===== src/rtl/a51_seq_pkg.sv =====
// Shared types and defaults for the A5/1 phase sequencer: the state
// enum, the default per-phase cycle counts and the phase-limit helper.
package a51_seq_pkg;

   typedef enum logic [2:0] {
      ST_IDLE,
      ST_KEY,
      ST_FRAME,
      ST_MIX,
      ST_OUT,
      ST_DONE
   } seq_state_e;

   localparam int unsigned DEF_KEY_LEN   = 64;
   localparam int unsigned DEF_FRAME_LEN = 22;
   localparam int unsigned DEF_MIX_LEN   = 100;
   localparam int unsigned DEF_OUT_LEN   = 228;

   // Terminal count (LEN-1) of the phase held in st; 0 outside active phases.
   function automatic int unsigned phase_last(input seq_state_e  st,
                                              input int unsigned key_len,
                                              input int unsigned frame_len,
                                              input int unsigned mix_len,
                                              input int unsigned out_len);
      case (st)
         ST_KEY:   return key_len - 1;
         ST_FRAME: return frame_len - 1;
         ST_MIX:   return mix_len - 1;
         ST_OUT:   return out_len - 1;
         default:  return 0;
      endcase
   endfunction

endpackage


===== src/rtl/a51_phase_counter.sv =====
// Phase index counter: synchronous clear, advance qualifier and a
// terminal-count flag against a limit that changes with the phase.
module a51_phase_counter #(
   parameter int unsigned CNT_W = 8
) (
   input  logic             clk,
   input  logic             clr,
   input  logic             clear_i,
   input  logic             en_i,
   input  logic [CNT_W-1:0] limit_i,
   output logic [CNT_W-1:0] count_o,
   output logic             tc_o
);

   logic [CNT_W-1:0] count_q;
   logic [CNT_W-1:0] count_d;

   assign tc_o    = (count_q == limit_i);
   assign count_o = count_q;

   // Next count: clear wins, otherwise wrap to 0 at the limit or increment.
   always_comb begin
      // NOTE: default assignment first so no path leaves count_d unassigned (no latch).
      count_d = count_q;
      if (clear_i) begin
         count_d = '0;
      end else if (en_i) begin
         count_d = tc_o ? '0 : count_q + 1'b1;
      end
   end

   // Counter register with asynchronous clear.
   always_ff @(posedge clk or posedge clr) begin
      // NOTE: sequential state uses non-blocking assignments only.
      if (clr) count_q <= '0;
      else     count_q <= count_d;
   end

endmodule


===== src/rtl/a51_phase_sequencer.sv =====
// Phase sequencer for the A5/1 keystream core: walks key load, frame load,
// mixing and output with programmable lengths, one-shot or continuous,
// auto-incrementing the frame number between continuous bursts.
module a51_phase_sequencer
   import a51_seq_pkg::*;
#(
   parameter int unsigned KEY_LEN   = DEF_KEY_LEN,
   parameter int unsigned FRAME_LEN = DEF_FRAME_LEN,
   parameter int unsigned MIX_LEN   = DEF_MIX_LEN,
   parameter int unsigned OUT_LEN   = DEF_OUT_LEN,
   parameter int unsigned CNT_W     = 8,
   parameter int unsigned FRAME_W   = 22
) (
   input  logic               clk,
   input  logic               clr,
   input  logic               enable,
   input  logic               start,
   input  logic               abort,
   input  logic               cont,
   input  logic               frame_load,
   input  logic [FRAME_W-1:0] frame_in,
   output logic [CNT_W-1:0]   count,
   output logic               stage_key,
   output logic               stage_frame,
   output logic               stage_mix,
   output logic               stage_out,
   output logic               last,
   output logic               burst_done,
   output logic               done,
   output logic [FRAME_W-1:0] frame_num
);

   seq_state_e         state_q;
   logic [FRAME_W-1:0] frame_num_q;
   logic               burst_done_q;

   logic               active;
   logic               idle_or_done;
   logic               cnt_tc;
   logic               phase_end;
   logic [CNT_W-1:0]   limit;

   assign idle_or_done = (state_q == ST_IDLE) || (state_q == ST_DONE);
   assign active       = !idle_or_done;
   assign limit        = CNT_W'(phase_last(state_q, KEY_LEN, FRAME_LEN, MIX_LEN, OUT_LEN));
   // The counter's terminal flag is meaningless in IDLE/DONE, so gate it.
   assign phase_end    = active && enable && cnt_tc && !abort;

   a51_phase_counter #(
      .CNT_W (CNT_W)
   ) u_counter (
      .clk     (clk),
      .clr     (clr),
      .clear_i (abort),
      .en_i    (active && enable),
      .limit_i (limit),
      .count_o (count),
      .tc_o    (cnt_tc)
   );

   // Phase FSM with frame number and burst-complete pulse.
   always_ff @(posedge clk or posedge clr) begin
      if (clr) begin
         state_q      <= ST_IDLE;
         frame_num_q  <= '0;
         burst_done_q <= 1'b0;
      end else begin
         burst_done_q <= 1'b0;
         // Frame loading is independent of enable; in the same cycle as
         // start the new run therefore uses frame_in.
         if (idle_or_done && frame_load) frame_num_q <= frame_in;
         if (abort) begin
            state_q <= ST_IDLE;
         end else begin
            case (state_q)
               ST_IDLE, ST_DONE: if (start && enable) state_q <= ST_KEY;
               ST_KEY:           if (phase_end) state_q <= ST_FRAME;
               ST_FRAME:         if (phase_end) state_q <= ST_MIX;
               ST_MIX:           if (phase_end) state_q <= ST_OUT;
               ST_OUT: begin
                  if (phase_end) begin
                     burst_done_q <= 1'b1;
                     if (cont) begin
                        frame_num_q <= frame_num_q + 1'b1;
                        state_q     <= ST_KEY;
                     end else begin
                        state_q     <= ST_DONE;
                     end
                  end
               end
               default:          state_q <= ST_IDLE;
            endcase
         end
      end
   end

   assign stage_key   = (state_q == ST_KEY);
   assign stage_frame = (state_q == ST_FRAME);
   assign stage_mix   = (state_q == ST_MIX);
   assign stage_out   = (state_q == ST_OUT);
   assign done        = (state_q == ST_DONE);
   assign last        = active && cnt_tc;
   assign burst_done  = burst_done_q;
   assign frame_num   = frame_num_q;

endmodule


===== config.mk =====
export PLATFORM = sky130hd
export DESIGN_NAME = a51_phase_sequencer
export DESIGN_NICKNAME = d
export VERILOG_FILES = /design/src/rtl/a51_seq_pkg.sv /design/src/rtl/a51_phase_counter.sv /design/src/rtl/a51_phase_sequencer.sv
export SDC_FILE = /design/constraint.sdc
export NUM_CORES = 1
export LEC_CHECK = 0
export ABC_CLOCK_PERIOD_IN_PS = 3700
export BUFFER_PORTS_ARGS = -buffer_cell sky130_fd_sc_hd__buf_2
export CORE_ASPECT_RATIO = 1.4
export CORE_MARGIN = 1
export CORE_UTILIZATION = 40
export CTS_BUF_LIST = sky130_fd_sc_hd__clkbuf_8
export DETAILED_ROUTE_END_ITERATION = 6
export GPL_TIMING_DRIVEN = 0
export PLACE_DENSITY = 0.7
export SLEW_MARGIN = 5
export SYNTH_ARGS = -nofsm -noshare
export SYNTH_HDL_FRONTEND = slang
export SYNTH_HIERARCHICAL = 1
export SYNTH_SLANG_ARGS = --single-unit
export TNS_END_PERCENT = 100

===== constraint.sdc =====
create_clock -name clk -period 3.7 [get_ports clk]
set_clock_uncertainty 0.05 [all_clocks]
set_input_delay 0.185 -clock clk [delete_from_list [all_inputs] [get_ports clk]]
set_output_delay 0.185 -clock clk [all_outputs]
set_load 0.005 [all_outputs]

==> results of run 1 <==
==> registers in the layout, summed over array words and instances (netlist names) <==
signal / count
burst_done: 1
frame_num: 22
state_q: 3
u_counter/count_o: 8
==> layout make-up <==
class | instances | area [sq um]
Fill cell | 565 | 2730
Multi-Input combinational cell | 198 | 1360
Sequential cell | 34 | 851
Timing Repair Buffer | 66 | 335
Tap cell | 68 | 85.1
Clock buffer | 6 | 82.6
Buffer | 15 | 82.6
Inverter | 20 | 75.1
Clock inverter | 2 | 8.76
==> what timing repair did <==
item / 4_1_cts / 5_1_grt
resized for setup: 0 / 7
hold buffers: 1 / 0
hold endpoints to repair: 8 / 0
setup endpoints to repair: 0 / 11
==> stage by stage <==
stage	power, mW	hold slack [ns]	setup slack, ns
after detailed placement	0.732	0.115	0.188
after floorplan	0.625	-0.0493	0.655
after CTS	1.02	0.0613	0.169
after global routing	1.08	0.0619	0.0259
final	1.02	0.0694	0.291
after global placement	0.725	0.110	0.231
==> cell usage after synthesis, types with 2 or more instances <==
cell                        count  area, sq um
sky130_fd_sc_hd__a31oi_1        2         12.5
sky130_fd_sc_hd__or4_1          2         15.0
sky130_fd_sc_hd__a211oi_1       6         45.0
sky130_fd_sc_hd__o21ai_0        8         40.0
sky130_fd_sc_hd__a211o_1        2         17.5
sky130_fd_sc_hd__dfrtp_1       34          851
sky130_fd_sc_hd__o2111ai_1      3         26.3
sky130_fd_sc_hd__nand3_1       15         75.1
sky130_fd_sc_hd__nor4_1         7         43.8
sky130_fd_sc_hd__and3_1         9         56.3
sky130_fd_sc_hd__xnor2_1       11         96.3
sky130_fd_sc_hd__a21oi_1        9         45.0
sky130_fd_sc_hd__nand4_1       15         93.8
sky130_fd_sc_hd__nor2_1        16         60.1
sky130_fd_sc_hd__nor3_1        19         95.1
sky130_fd_sc_hd__clkbuf_1      11         41.3
sky130_fd_sc_hd__ha_1           2         25.0
sky130_fd_sc_hd__o211ai_1       2         15.0
sky130_fd_sc_hd__nor2b_1        2         12.5
sky130_fd_sc_hd__nand4b_1       2         17.5
sky130_fd_sc_hd__xor2_1         5         43.8
sky130_fd_sc_hd__o22ai_1        4         25.0
sky130_fd_sc_hd__nand2_1       12         45.0
sky130_fd_sc_hd__o32ai_1        3         26.3
sky130_fd_sc_hd__and2_1         2         12.5
sky130_fd_sc_hd__o221a_2        4         45.0
sky130_fd_sc_hd__a32o_1         2         20.0
sky130_fd_sc_hd__inv_1         20         75.1
sky130_fd_sc_hd__mux2_2         3         33.8
sky130_fd_sc_hd__or3_1          2         12.5
sky130_fd_sc_hd__nor3_2         2         20.0
sky130_fd_sc_hd__mux2i_1        9         90.1
==> routing by layer <==
| layer | up-vias | global-route usage (%) | wire (um) |
|---|---|---|---|
| li1 | 1159 | - | - |
| met1 | 1162 | 25.3 | 2650 |
| met2 | 75 | 40.7 | 3470 |
| met3 | 10 | 3.82 | 340 |
| met4 | 0 | 8.87 | 80 |
| met5 | - | 0 | 0 |
==> cells by family (layout without fill, tap and decap cells) <==
kind of cell	after synthesis	after routing	synth area share, %
multiplexers	12	12	5.26
AO/OA/AOI/OAI	55	55	17.4
adder cells (fa/ha/maj)	2	2	1.06
AND/OR/NAND/NOR	113	113	27.6
XOR/XNOR	16	16	5.95
flip-flops	34	34	36.2
buffers and inverters	35	109	6.54
==> worst max-delay path by stage <==
stage | from | to | slack [ns] | cells after the start
after detailed placement | state_q[2] | frame_num[20] | 0.19 | 12
after floorplan | state_q[2] | frame_num[21] | 0.65 | 11
after global routing | state_q[1] | frame_num[20] | 0.03 | 11
after CTS | state_q[2] | frame_num[20] | 0.17 | 12
final | state_q[1] | frame_num[21] | 0.29 | 10
after global placement | state_q[2] | frame_num[20] | 0.23 | 12
==> power groups by stage <==
stage,clock network [mW],registers (mW),logic [mW]
detailed placement,0,0.468,0.264
CTS,0.297,0.461,0.265
floorplan,0,0.462,0.163
global route,0.316,0.470,0.297
global placement,0,0.467,0.258
finish,0.289,0.463,0.267
==> impl_summary.log, run 1 <==
[metrics] cell area after layout: 2880 sq um
[metrics] die width: 66.8 um
[metrics] Final Hold Vio Count: 0
[metrics] share of power burned in registers: 45.4%
[metrics] Routed WL per cell: 16.0 um
[metrics] clock transition time at the flip-flop clock pins of the worst setup and hold paths: 0.08 ns
[metrics] class of the tightest hold or removal check: input pin to flop
[metrics] placed instance count: 400
[metrics] leading cell type in the layout, fill and taps excluded: sky130_fd_sc_hd__buf_2
[metrics] maximum number of pins on one net before global-route repair: 27
[metrics] critical path required time: 3.82 ns
[metrics] net switching power of the design: 0.347 mW
[metrics] global-route wire length before repair: 10600 um
[metrics] cts bufs inserted: 5
[metrics] Pins Over Slew Limit: 0
[metrics] measured slew at the worst slew-check pin: 1.14 ns
[metrics] later-pin clock latency in the skew report: 0.29 ns
[metrics] effective utilization at floorplan: 42.0%
[metrics] leading cell types in the layout, fill and taps excluded: 66 x sky130_fd_sc_hd__buf_2, 34 x sky130_fd_sc_hd__dfrtp_1, 21 x sky130_fd_sc_hd__inv_1, 19 x sky130_fd_sc_hd__nor3_1, 16 x sky130_fd_sc_hd__nor2_1
[metrics] Max-Cap Viols: 0
[metrics] EDFF count, synth: 0
[metrics] overall routed net length: 6550 um
[metrics] fraction of power consumed by the clock network: 28.4%
[metrics] cell type group with the largest total delay on the critical path: simple AND/OR/NAND/NOR gates
[metrics] filler-free cell count of the finished design: 409
[metrics] std cell rows: 32
[metrics] run status: finished clean
[metrics] mean instance size in the synthesized netlist: 8.81 sq um
[metrics] sum of buffers and inverters on the critical path: 1
[metrics] power density over the cells: 354 nW/um^2
[metrics] detailed-placement wirelength estimate: 4880 um
[metrics] startpoint kind of the worst setup timing path: flop
[metrics] Int Power: 0.671 mW
[metrics] proportion of register bits with asynchronous set or reset after synthesis: 100%
[metrics] Core ar.: 5610 sq um
[metrics] post-layout utilization of the core: 51.3%
[metrics] startpoint of the lowest-slack register-to-register path: state_q[1]
[metrics] destination of the worst register-to-register timing path: frame_num[21]
[metrics] via count: 2406
[metrics] Mapped Area: 2350 sq um
[metrics] Worst Reg2Reg Path Length in Cells: 10
[metrics] clock tree from TritonCTS: done
[metrics] Synth Warn #: 6
[metrics] clk root buf: sky130_fd_sc_hd__clkbuf_8
[metrics] Cells on Worst Hold Path: 2
[metrics] area growth from synthesis to final layout: 22.2%
[metrics] Setup TNS: 0 ns
[metrics] Post-DRT Antenna Nets: 0
[metrics] first-pass iteration count of the detailed router: 5
[metrics] initial antenna violation count: 0
[metrics] number of nets at the end of the flow: 371
[metrics] Final period util: 92.1%
[metrics] Worst EP arrival: 3.53 ns
[metrics] number of violations reported at the end of detailed-routing iteration 0: 142
[metrics] H-Tree Depth: 2
[metrics] unrepaired setup endpoints after global routing: false
[metrics] share of the yosys chip area belonging to registers: 36.2%
[metrics] maximum fanout along the worst path: 10
[metrics] worst-case register-to-register setup slack: 0.29 ns
[metrics] die height: 92.8 um
[metrics] total setup violations reported at the end of the flow: 0
[metrics] dominant synthesized flop cell: sky130_fd_sc_hd__dfrtp_1
[metrics] slowest library cell on the worst path: sky130_fd_sc_hd__or4_4
[metrics] minimum clock period: 3.41 ns
[metrics] Static Leak: 1.28 nW
[metrics] list of cells traversed by the critical path: or3b_4 -> clkbuf_2 -> nand2_1 -> xnor2_1 -> nand4_1 -> nor2_1 -> nand2_1 -> or4_4 -> o311a_1 -> a211o_1
[metrics] Sw Ratio: 34.1%
[metrics] endpoint of the worst hold-timing path: frame_num[21]
[metrics] share of layout cells above drive strength 1: 27.3%
[metrics] share of power burned in combinational logic: 26.2%
[metrics] delay contributed by the slowest stage of the critical path: 0.54 ns
[metrics] Sink Count: 34
[metrics] antenna diode instance count: 0
[metrics] overall overflow remaining after global route: 0
[metrics] number of post-CTS setup repair buffers: 0
[metrics] global router's overall resource usage: 22.5%
[metrics] DIE AREA: 6200 sq um
[metrics] number of global-route vias before repair: 2318
[metrics] maximum count of clock buffers along a single path: 2
[metrics] Post-Synthesis Cells: 267
[metrics] element type at the critical path end: flop
[metrics] number of vias per cell: 5.88
[metrics] f_max: 293 MHz
[metrics] remaining routing DRC violations: 0
[metrics] I/O pin total: 66
[metrics] headroom to the max-slew limit: 23.2%
[metrics] dpl cell area: 2760 sq um
[metrics] register bit total from synthesis: 34
[metrics] cell occurring most often along the worst timing path: sky130_fd_sc_hd__nand2_1
[metrics] number of library cell types mapped by synthesis: 54
[metrics] Synthesized Nets: 298
[metrics] hold_sp: frame_in[21]
[metrics] Placer Congestion: 0.816
[metrics] worst vdd rail ir drop: 0.000164 V
[metrics] count of input and output buffers: 65
[metrics] classification of the worst setup path: flop to flop
No activity file was read; power rests on OpenSTA's default activity.
==> run 2: changes to the inputs <==
--- a/config.mk
+++ b/config.mk
@@ -5,6 +5,7 @@
 export SDC_FILE = /design/constraint.sdc
 export NUM_CORES = 1
 export LEC_CHECK = 0
+export ABC_AREA = 1
 export ABC_CLOCK_PERIOD_IN_PS = 3700
 export BUFFER_PORTS_ARGS = -buffer_cell sky130_fd_sc_hd__buf_2
 export CORE_ASPECT_RATIO = 1.4
@@ -13,7 +14,7 @@
 export CTS_BUF_LIST = sky130_fd_sc_hd__clkbuf_8
 export DETAILED_ROUTE_END_ITERATION = 6
 export GPL_TIMING_DRIVEN = 0
-export PLACE_DENSITY = 0.7
+export PLACE_DENSITY = 0.69
 export SLEW_MARGIN = 5
 export SYNTH_ARGS = -nofsm -noshare
 export SYNTH_HDL_FRONTEND = slang
==> impl_summary.log, run 2 <==
[metrics] worst setup slack after layout: 1.14 ns (+0.845 ns)
[metrics] DIE AREA: 6990 sq um (+13%)
[metrics] pre-CTS setup slack: 1.15 ns (+0.958 ns)
[metrics] cell area after layout: 3190 sq um (+11%)
[metrics] worst vdd rail ir drop: 0.000433 V (+160%)
[metrics] filler cell count in the final layout: 670 (+19%)
[metrics] list of cells traversed by the critical path: nor2_1 -> inv_1 -> nor2_1 -> inv_1 -> nand2_1 -> xnor2_1 -> nand2_1 -> nor2_2 -> nand2_4 -> inv_1 -> nand4_4 -> nor2_4 -> nand2_2 -> buf_6 -> buf_6 -> nand2_1 -> nand2_1
[metrics] critical path required time: 3.83 ns (about the same)
[metrics] clock tree from TritonCTS: done
[metrics] leading area contributor after synthesis: sky130_fd_sc_hd__dfrtp_1
[metrics] most common cell in the synthesized netlist: sky130_fd_sc_hd__nand2_1
[metrics] number of violations reported at the end of detailed-routing iteration 0: 227 (+60%)
[metrics] EDFF count, synth: 0 (unchanged)
[metrics] number of vias per cell: 5.08 (-14%)
[metrics] Static Leak: 1.77 nW (+38%)
[metrics] count of input and output buffers: 64 (-1.5%)
[metrics] global router's overall resource usage: 21.4% (-1.2 points)
[metrics] delay contributed by the slowest stage of the critical path: 0.47 ns (-0.07 ns)
[metrics] share of the yosys chip area belonging to registers: 32.0% (-4.2 points)
[metrics] Setup TNS: 0 ns (unchanged)
[metrics] Largest register FFs: 22 (unchanged)
[metrics] number of post-CTS setup repair buffers: 0 (unchanged)
[metrics] area fraction of the dominant cell type after synthesis: 32.0% (-4.2 points)
[metrics] Pins Over Slew Limit: 0 (unchanged)
[metrics] share of layout cells above drive strength 1: 22.4% (-4.9 points)
[metrics] run status: finished clean
[metrics] Final period util: 69.3% (-23 points)
[metrics] die height: 98.5 um (+6.2%)
[metrics] register bit total from synthesis: 34 (unchanged)
[metrics] antenna diode instance count: 0 (unchanged)
[metrics] Routed WL per cell: 12.8 um (-20%)
[metrics] die width: 70.9 um (+6.1%)
[metrics] mean instance size in the synthesized netlist: 6.51 sq um (-26%)
[metrics] startpoint kind of the worst setup timing path: flop
[metrics] maximum count of clock buffers along a single path: 2 (unchanged)
[metrics] effective utilization at floorplan: 42.0% (about the same)
[metrics] total setup violations reported at the end of the flow: 0 (unchanged)
[metrics] class of the tightest hold or removal check: input pin to flop
[metrics] initial antenna violation count: 0 (unchanged)
[metrics] Placer Congestion: 0.897 (+10%)
[metrics] unrepaired setup endpoints after global routing: false
[metrics] H-Tree Depth: 2 (unchanged)
[metrics] slowest library cell on the worst path: sky130_fd_sc_hd__dfrtp_1
[metrics] Final Hold Vio Count: 0 (unchanged)
[metrics] later-pin clock latency in the skew report: 0.29 ns (about the same)
[metrics] maximum fanout along the worst path: 10 (unchanged)
[metrics] overall routed net length: 7120 um (+8.8%)
[metrics] leading cell types in the layout, fill and taps excluded: 176 x sky130_fd_sc_hd__nand2_1, 67 x sky130_fd_sc_hd__buf_2, 44 x sky130_fd_sc_hd__inv_1, 34 x sky130_fd_sc_hd__nor2_1, 34 x sky130_fd_sc_hd__dfrtp_1
[metrics] Core ar.: 6340 sq um (+13%)
[metrics] cell occurring most often along the worst timing path: sky130_fd_sc_hd__nand2_1
[metrics] first-pass iteration count of the detailed router: 7 (+2)
[metrics] sum of buffers and inverters on the critical path: 5 (+4)
[metrics] area growth from synthesis to final layout: 19.8%
[metrics] cell type group with the largest total delay on the critical path: simple AND/OR/NAND/NOR gates
[metrics] top area cells in the synthesized netlist: sky130_fd_sc_hd__dfrtp_1 32%, sky130_fd_sc_hd__nand2_1 25%, sky130_fd_sc_hd__inv_1 5.9%
[metrics] proportion of register bits with asynchronous set or reset after synthesis: 100% (unchanged)
[metrics] Synth Warn #: 6 (unchanged)
[metrics] detailed-placement wirelength estimate: 5380 um (+10%)
[metrics] element type at the critical path end: flop
[metrics] number of nets at the end of the flow: 512 (+38%)
[metrics] f_max: 390 MHz (+33%)
[metrics] via count: 2813 (+17%)
[metrics] Synthesized Nets: 440 (+48%)
[metrics] post-layout utilization of the core: 50.3% (-1.0 points)
[metrics] power density over the cells: 680 nW/um^2 (+92%)
[metrics] global-route wire length before repair: 11800 um (+11%)
[metrics] maximum number of pins on one net before global-route repair: 27 (unchanged)
[metrics] Worst EP arrival: 2.69 ns (-0.84 ns)
[metrics] clk root buf: sky130_fd_sc_hd__clkbuf_8
[metrics] cts bufs inserted: 5 (unchanged)
[metrics] std cell rows: 34 (+6.3%)
[metrics] headroom to the max-slew limit: 30.4% (+7.3 points)
[metrics] Design Power: 2.17 mW (+110%)
[metrics] minimum clock period: 2.56 ns (-0.845 ns)
[metrics] overall overflow remaining after global route: 0 (unchanged)
[metrics] classification of the worst setup path: flop to flop
[metrics] Sink Count: 34 (unchanged)
[metrics] leading cell type in the layout, fill and taps excluded: sky130_fd_sc_hd__nand2_1
[metrics] number of global-route vias before repair: 2628 (+13%)
[metrics] Post-DRT Antenna Nets: 0 (unchanged)
[metrics] Post-Synthesis Cells: 409 (+53%)
[metrics] dpl cell area: 3070 sq um (+11%)
[metrics] Mapped Area: 2660 sq um (+13%)
[metrics] remaining routing DRC violations: 0 (unchanged)
[metrics] number of library cell types mapped by synthesis: 30 (-44%)
[metrics] dominant synthesized flop cell: sky130_fd_sc_hd__dfrtp_1
[metrics] measured slew at the worst slew-check pin: 1.04 ns (-0.0994 ns)
[metrics] Max-Cap Viols: 0 (unchanged)
[metrics] most frequent cells after synthesis: 176 x sky130_fd_sc_hd__nand2_1, 42 x sky130_fd_sc_hd__inv_1, 34 x sky130_fd_sc_hd__dfrtp_1, 34 x sky130_fd_sc_hd__nor2_1, 30 x sky130_fd_sc_hd__nand3_1
[metrics] I/O pin total: 66 (unchanged)
[metrics] clock transition time at the flip-flop clock pins of the worst setup and hold paths: 0.08 ns (about the same)
run 2: worst register-to-register path: cells and delay by family, from the launching register on:
| kind | cells | cell delay (ns) |
|---|---|---|
| XOR/XNOR | 1 | 0.11 |
| flip-flops | 1 | 0.47 |
| AND/OR/NAND/NOR | 11 | 1.26 |
| buffers and inverters | 5 | 0.57 |
run 2: where the power goes:
group / switching (mW) / total, mW / internal (mW)
Sequential: 0.208 / 0.711 / 0.503
Combinational: 0.669 / 1.12 / 0.447
Clock: 0.144 / 0.341 / 0.196
run 2: path summary, 6_finish.rpt:
kind	from	endpoint	slack (ns)	cells past startpoint
worst min register to register	state_q[0]	state_q[0]	0.57	2
min in group asynchronous	clr	u_counter/count_o[2]	0.35	3
worst max register to register	state_q[2]	frame_num[20]	1.14	17
worst min-delay path	frame_in[21]	frame_num[21]	0.17	5
max in group asynchronous	clr	frame_num[20]	2.31	3
worst max-delay path	state_q[2]	frame_num[20]	1.14	17
run 2: per-layer routing:
metal / track usage, % / share of wire (%)
met4: 10.3 / 3.0
met3: 2.76 / 3.8
met2: 39.7 / 52
met5: 0 / 0
met1: 23.6 / 41
run 2: kinds of logic after synthesis:
family / Yosys count / share of synthesized area [%]
adders and majority gates: 2 / 0.940
DFF: 34 / 32.0
buffers and inverters: 56 / 9.45
AOI/OAI and AO/OA: 24 / 5.45
and+or+nand+nor: 272 / 45.3
xor gates and xnor gates: 21 / 6.91
run 2: what timing repair did:
action | in CTS | in global routing
hold buffers | 1 | 0
hold endpoints to repair | 8 | 0
resized for setup | 0 | 0
run 2: area by class of cell:
type                       instances  area (sq um)  share of cell area, %
multi-input combinational        319          1560                   48.9
sequential                        34           851                   26.7
timing repair buffer              65           330                   10.4
inverter                          46           176                   5.53
tap                               72          90.1                   2.83
buffer                            10          75.1                   2.35
clock buffer                       5          68.8                   2.16
clock inverter                     3          37.5                   1.18
run 2: stage by stage:
| stage | cells | hold slack [ns] |
|---|---|---|
| 6_report | 554 | 0.174 |
| 5_1_grt | 554 | 0.186 |
| 4_1_cts | 554 | 0.168 |
| 3_5_place_dp | 545 | 0.116 |
| 3_3_place_gp | 545 | 0.111 |
| 2_1_floorplan | 409 | -0.0493 |
==> run 3: changes to the inputs <==
--- a/config.mk
+++ b/config.mk
@@ -6,7 +6,7 @@
 export NUM_CORES = 1
 export LEC_CHECK = 0
 export ABC_AREA = 1
-export ABC_CLOCK_PERIOD_IN_PS = 3700
+export ABC_CLOCK_PERIOD_IN_PS = 2190
 export BUFFER_PORTS_ARGS = -buffer_cell sky130_fd_sc_hd__buf_2
 export CORE_ASPECT_RATIO = 1.4
 export CORE_MARGIN = 1
@@ -14,7 +14,7 @@
 export CTS_BUF_LIST = sky130_fd_sc_hd__clkbuf_8
 export DETAILED_ROUTE_END_ITERATION = 6
 export GPL_TIMING_DRIVEN = 0
-export PLACE_DENSITY = 0.69
+export PLACE_DENSITY = 0.71
 export SLEW_MARGIN = 5
 export SYNTH_ARGS = -nofsm -noshare
 export SYNTH_HDL_FRONTEND = slang
==> constraint.sdc (replaced) <==
create_clock -name clk -period 2.19 [get_ports clk]
set_clock_uncertainty 0.05 [all_clocks]
set_input_delay 0.1095 -clock clk [delete_from_list [all_inputs] [get_ports clk]]
set_output_delay 0.1095 -clock clk [all_outputs]
set_load 0.005 [all_outputs]
==> impl_summary.log, run 3 (synthesized netlist as in run 2, its figures left out) <==
[metrics] fraction of power consumed by the clock network: 12.3% (-3.4 points)
[metrics] leading cell types in the layout, fill and taps excluded: 164 x sky130_fd_sc_hd__nand2_1, 68 x sky130_fd_sc_hd__buf_2, 37 x sky130_fd_sc_hd__inv_1, 32 x sky130_fd_sc_hd__dfrtp_1, 31 x sky130_fd_sc_hd__nor2_1
[metrics] remaining routing DRC violations: 0 (unchanged)
[metrics] first-pass iteration count of the detailed router: 6 (-1)
[metrics] clock transition time at the flip-flop clock pins of the worst setup and hold paths: 0.07 ns (about the same)
[metrics] Worst EP arrival: 2.37 ns (-0.32 ns)
[metrics] area growth from synthesis to final layout: 28.3%
[metrics] Largest register FFs: 22 (unchanged)
[metrics] Final Hold Vio Count: 0 (unchanged)
[metrics] filler cell count in the final layout: 648 (-3.3%)
[metrics] startpoint kind of the worst setup timing path: flop
[metrics] Core ar.: 6340 sq um (unchanged)
[metrics] failing checks: setup timing
[metrics] maximum number of pins on one net before global-route repair: 27 (unchanged)
[metrics] class of the tightest hold or removal check: input pin to flop
[metrics] filler-free cell count of the finished design: 567 (+2.3%)
[metrics] clk root buf: sky130_fd_sc_hd__clkbuf_8
[metrics] run status: finished with violations
[metrics] std cell rows: 34 (unchanged)
[metrics] Placer Congestion: 0.876 (-2.3%)
[metrics] placed instance count: 545 (unchanged)
[metrics] I/O pin total: 66 (unchanged)
[metrics] classification of the worst setup path: flop to flop
[metrics] initial antenna violation count: 0 (unchanged)
[metrics] H-Tree Depth: 2 (unchanged)
[metrics] post-layout utilization of the core: 53.9% (+3.6 points)
[metrics] Setup TNS: -0.357 ns (-0.357 ns)
[metrics] maximum count of clock buffers along a single path: 2 (unchanged)
[metrics] number of vias per cell: 5.03 (-0.97%)
[metrics] via count: 2851 (+1.4%)
[metrics] detailed-placement wirelength estimate: 5430 um (+1.0%)
[metrics] Pins Over Slew Limit: 0 (unchanged)
[metrics] share of power burned in registers: 31.9% (-0.9 points)
[metrics] later-pin clock latency in the skew report: 0.28 ns (about the same)
[metrics] die width: 70.9 um (unchanged)
[metrics] effective utilization at floorplan: 42.0% (unchanged)
[metrics] worst vdd rail ir drop: 0.000677 V (+56%)
[metrics] number of violations reported at the end of detailed-routing iteration 0: 157 (-31%)
[metrics] die height: 98.5 um (unchanged)
[metrics] Design Power: 3.78 mW (+74%)
[metrics] share of layout cells above drive strength 1: 29.9% (+7.5 points)
[metrics] headroom to the max-slew limit: 27.1% (-3.4 points)
[metrics] worst setup slack after layout: -0.0482 ns (-1.18 ns)
[metrics] cell area after layout: 3410 sq um (+7.1%)
[metrics] f_max: 447 MHz (+15%)
[metrics] Routed WL per cell: 13.1 um (+1.6%)
[metrics] dpl cell area: 3080 sq um (+0.37%)
[metrics] number of global-route vias before repair: 2701 (+2.8%)
[metrics] number of nets at the end of the flow: 527 (+2.9%)
[metrics] global-route wire length before repair: 12000 um (+1.6%)
[metrics] overall routed net length: 7400 um (+4.0%)
[metrics] Sink Count: 34 (unchanged)
[metrics] Sw Ratio: 47.8% (+0.74 points)
[metrics] cts bufs inserted: 5 (unchanged)
[metrics] DIE AREA: 6990 sq um (unchanged)
[metrics] maximum fanout along the worst path: 5 (-5)
[metrics] Post-DRT Antenna Nets: 0 (unchanged)
[metrics] Int Power: 1.97 mW (+72%)
[metrics] element type at the critical path end: flop
[metrics] global router's overall resource usage: 21.8% (+0.41 points)
[metrics] net switching power of the design: 1.81 mW (+77%)
[metrics] leading cell type in the layout, fill and taps excluded: sky130_fd_sc_hd__nand2_1
[metrics] measured slew at the worst slew-check pin: 1.09 ns (+0.0502 ns)
[metrics] power density over the cells: 1110 nW/um^2 (+63%)
[metrics] clock tree from TritonCTS: done
[metrics] count of input and output buffers: 64 (unchanged)
[metrics] total setup violations reported at the end of the flow: 13 (+13)
[metrics] pre-CTS setup slack: -0.230 ns (-1.38 ns)
[metrics] Static Leak: 1.86 nW (+4.9%)
[metrics] minimum clock period: 2.24 ns (-0.326 ns)
[metrics] Final period util: 102% (+33 points)
[metrics] critical path required time: 2.32 ns (-1.51 ns)
[metrics] Max-Cap Viols: 0 (unchanged)
[metrics] share of power burned in combinational logic: 55.8% (+4.3 points)
[metrics] hold slack: 0.106 ns (-0.0672 ns)
[metrics] antenna diode instance count: 0 (unchanged)
[metrics] unrepaired setup endpoints after global routing: true
[metrics] overall overflow remaining after global route: 0 (unchanged)
==> run 3: changes by cell type in the layout (fill, tap and decap cells not counted), moves of 3 or more <==
cell and change:
sky130_fd_sc_hd__nand2_2 +9, sky130_fd_sc_hd__nor2_4 +5, sky130_fd_sc_hd__buf_4 +11, sky130_fd_sc_hd__inv_1 -7, sky130_fd_sc_hd__nor2_1 -3, sky130_fd_sc_hd__inv_2 +4, sky130_fd_sc_hd__nand2_4 +3, sky130_fd_sc_hd__nand2_1 -12
==> run 3: worst paths after layout <==
check	cells past startpoint	end	slack (ns)	startpoint
setup / recovery	17	frame_num[11]	-0.05	state_q[2]
hold / removal	5	frame_num[21]	0.11	frame_in[21]
setup reg to reg	17	frame_num[11]	-0.05	state_q[2]
hold reg to reg	4	frame_num[21]	0.56	frame_num[21]
max in group asynchronous	3	state_q[2]	0.74	clr
min in group asynchronous	3	u_counter/count_o[3]	0.27	clr
==> run 3: critical path: stages, from the launching register on <==
cell,delay (ns)
sky130_fd_sc_hd__dfrtp_2,0.46
sky130_fd_sc_hd__nor2_4,0.14
sky130_fd_sc_hd__inv_2,0.07
sky130_fd_sc_hd__nor2_4,0.10
sky130_fd_sc_hd__inv_2,0.05
sky130_fd_sc_hd__nand2_2,0.07
sky130_fd_sc_hd__xnor2_2,0.11
sky130_fd_sc_hd__nand2_1,0.08
sky130_fd_sc_hd__nor2_2,0.12
sky130_fd_sc_hd__nand2_4,0.07
sky130_fd_sc_hd__inv_4,0.06
sky130_fd_sc_hd__nand4_4,0.13
sky130_fd_sc_hd__nor2_4,0.16
sky130_fd_sc_hd__nand2_4,0.08
sky130_fd_sc_hd__buf_8,0.14
sky130_fd_sc_hd__clkbuf_16,0.16
sky130_fd_sc_hd__nand2_2,0.06
sky130_fd_sc_hd__nand2_1,0.04
==> run 3: timing repair <==
| action | CTS | global route |
|---|---|---|
| hold buffers | 1 | 0 |
| setup buffers | 6 | 7 |
| pin swaps | 8 | 4 |
| endpoints found under the setup margin | 22 | 28 |
| endpoints found under the hold margin | 8 | 0 |
| gates resized for setup | 8 | 24 |
| cloned | 0 | 2 |
==> run 3: routing by layer <==
metal  global-route usage [%]  share of wire [%]
met1                     23.6                 40
met2                     40.8                 54
met3                     2.97                3.6
met4                     10.5                2.7
met5                        0                  0
==> run 3: power by group through the flow <==
stage | logic, mW | registers (mW) | clock network, mW
after detailed placement | 1.91 | 1.20 | 0
after global routing | 2.40 | 1.24 | 0.498
final | 2.11 | 1.20 | 0.465
after CTS | 2.02 | 1.19 | 0.479
after global placement | 1.87 | 1.20 | 0
after floorplan | 1.36 | 1.14 | 0
==> run 3: cell type report <==
class,instances,area (sq um),area share (%)
plain buffers,10,82.6,2.42
clock buffers,6,82.6,2.42
inverters,46,179,5.24
multi-input cells,319,1650,48.4
flip-flops and latches,34,853,25.0
well taps,72,90.1,2.64
repair buffers,80,474,13.9
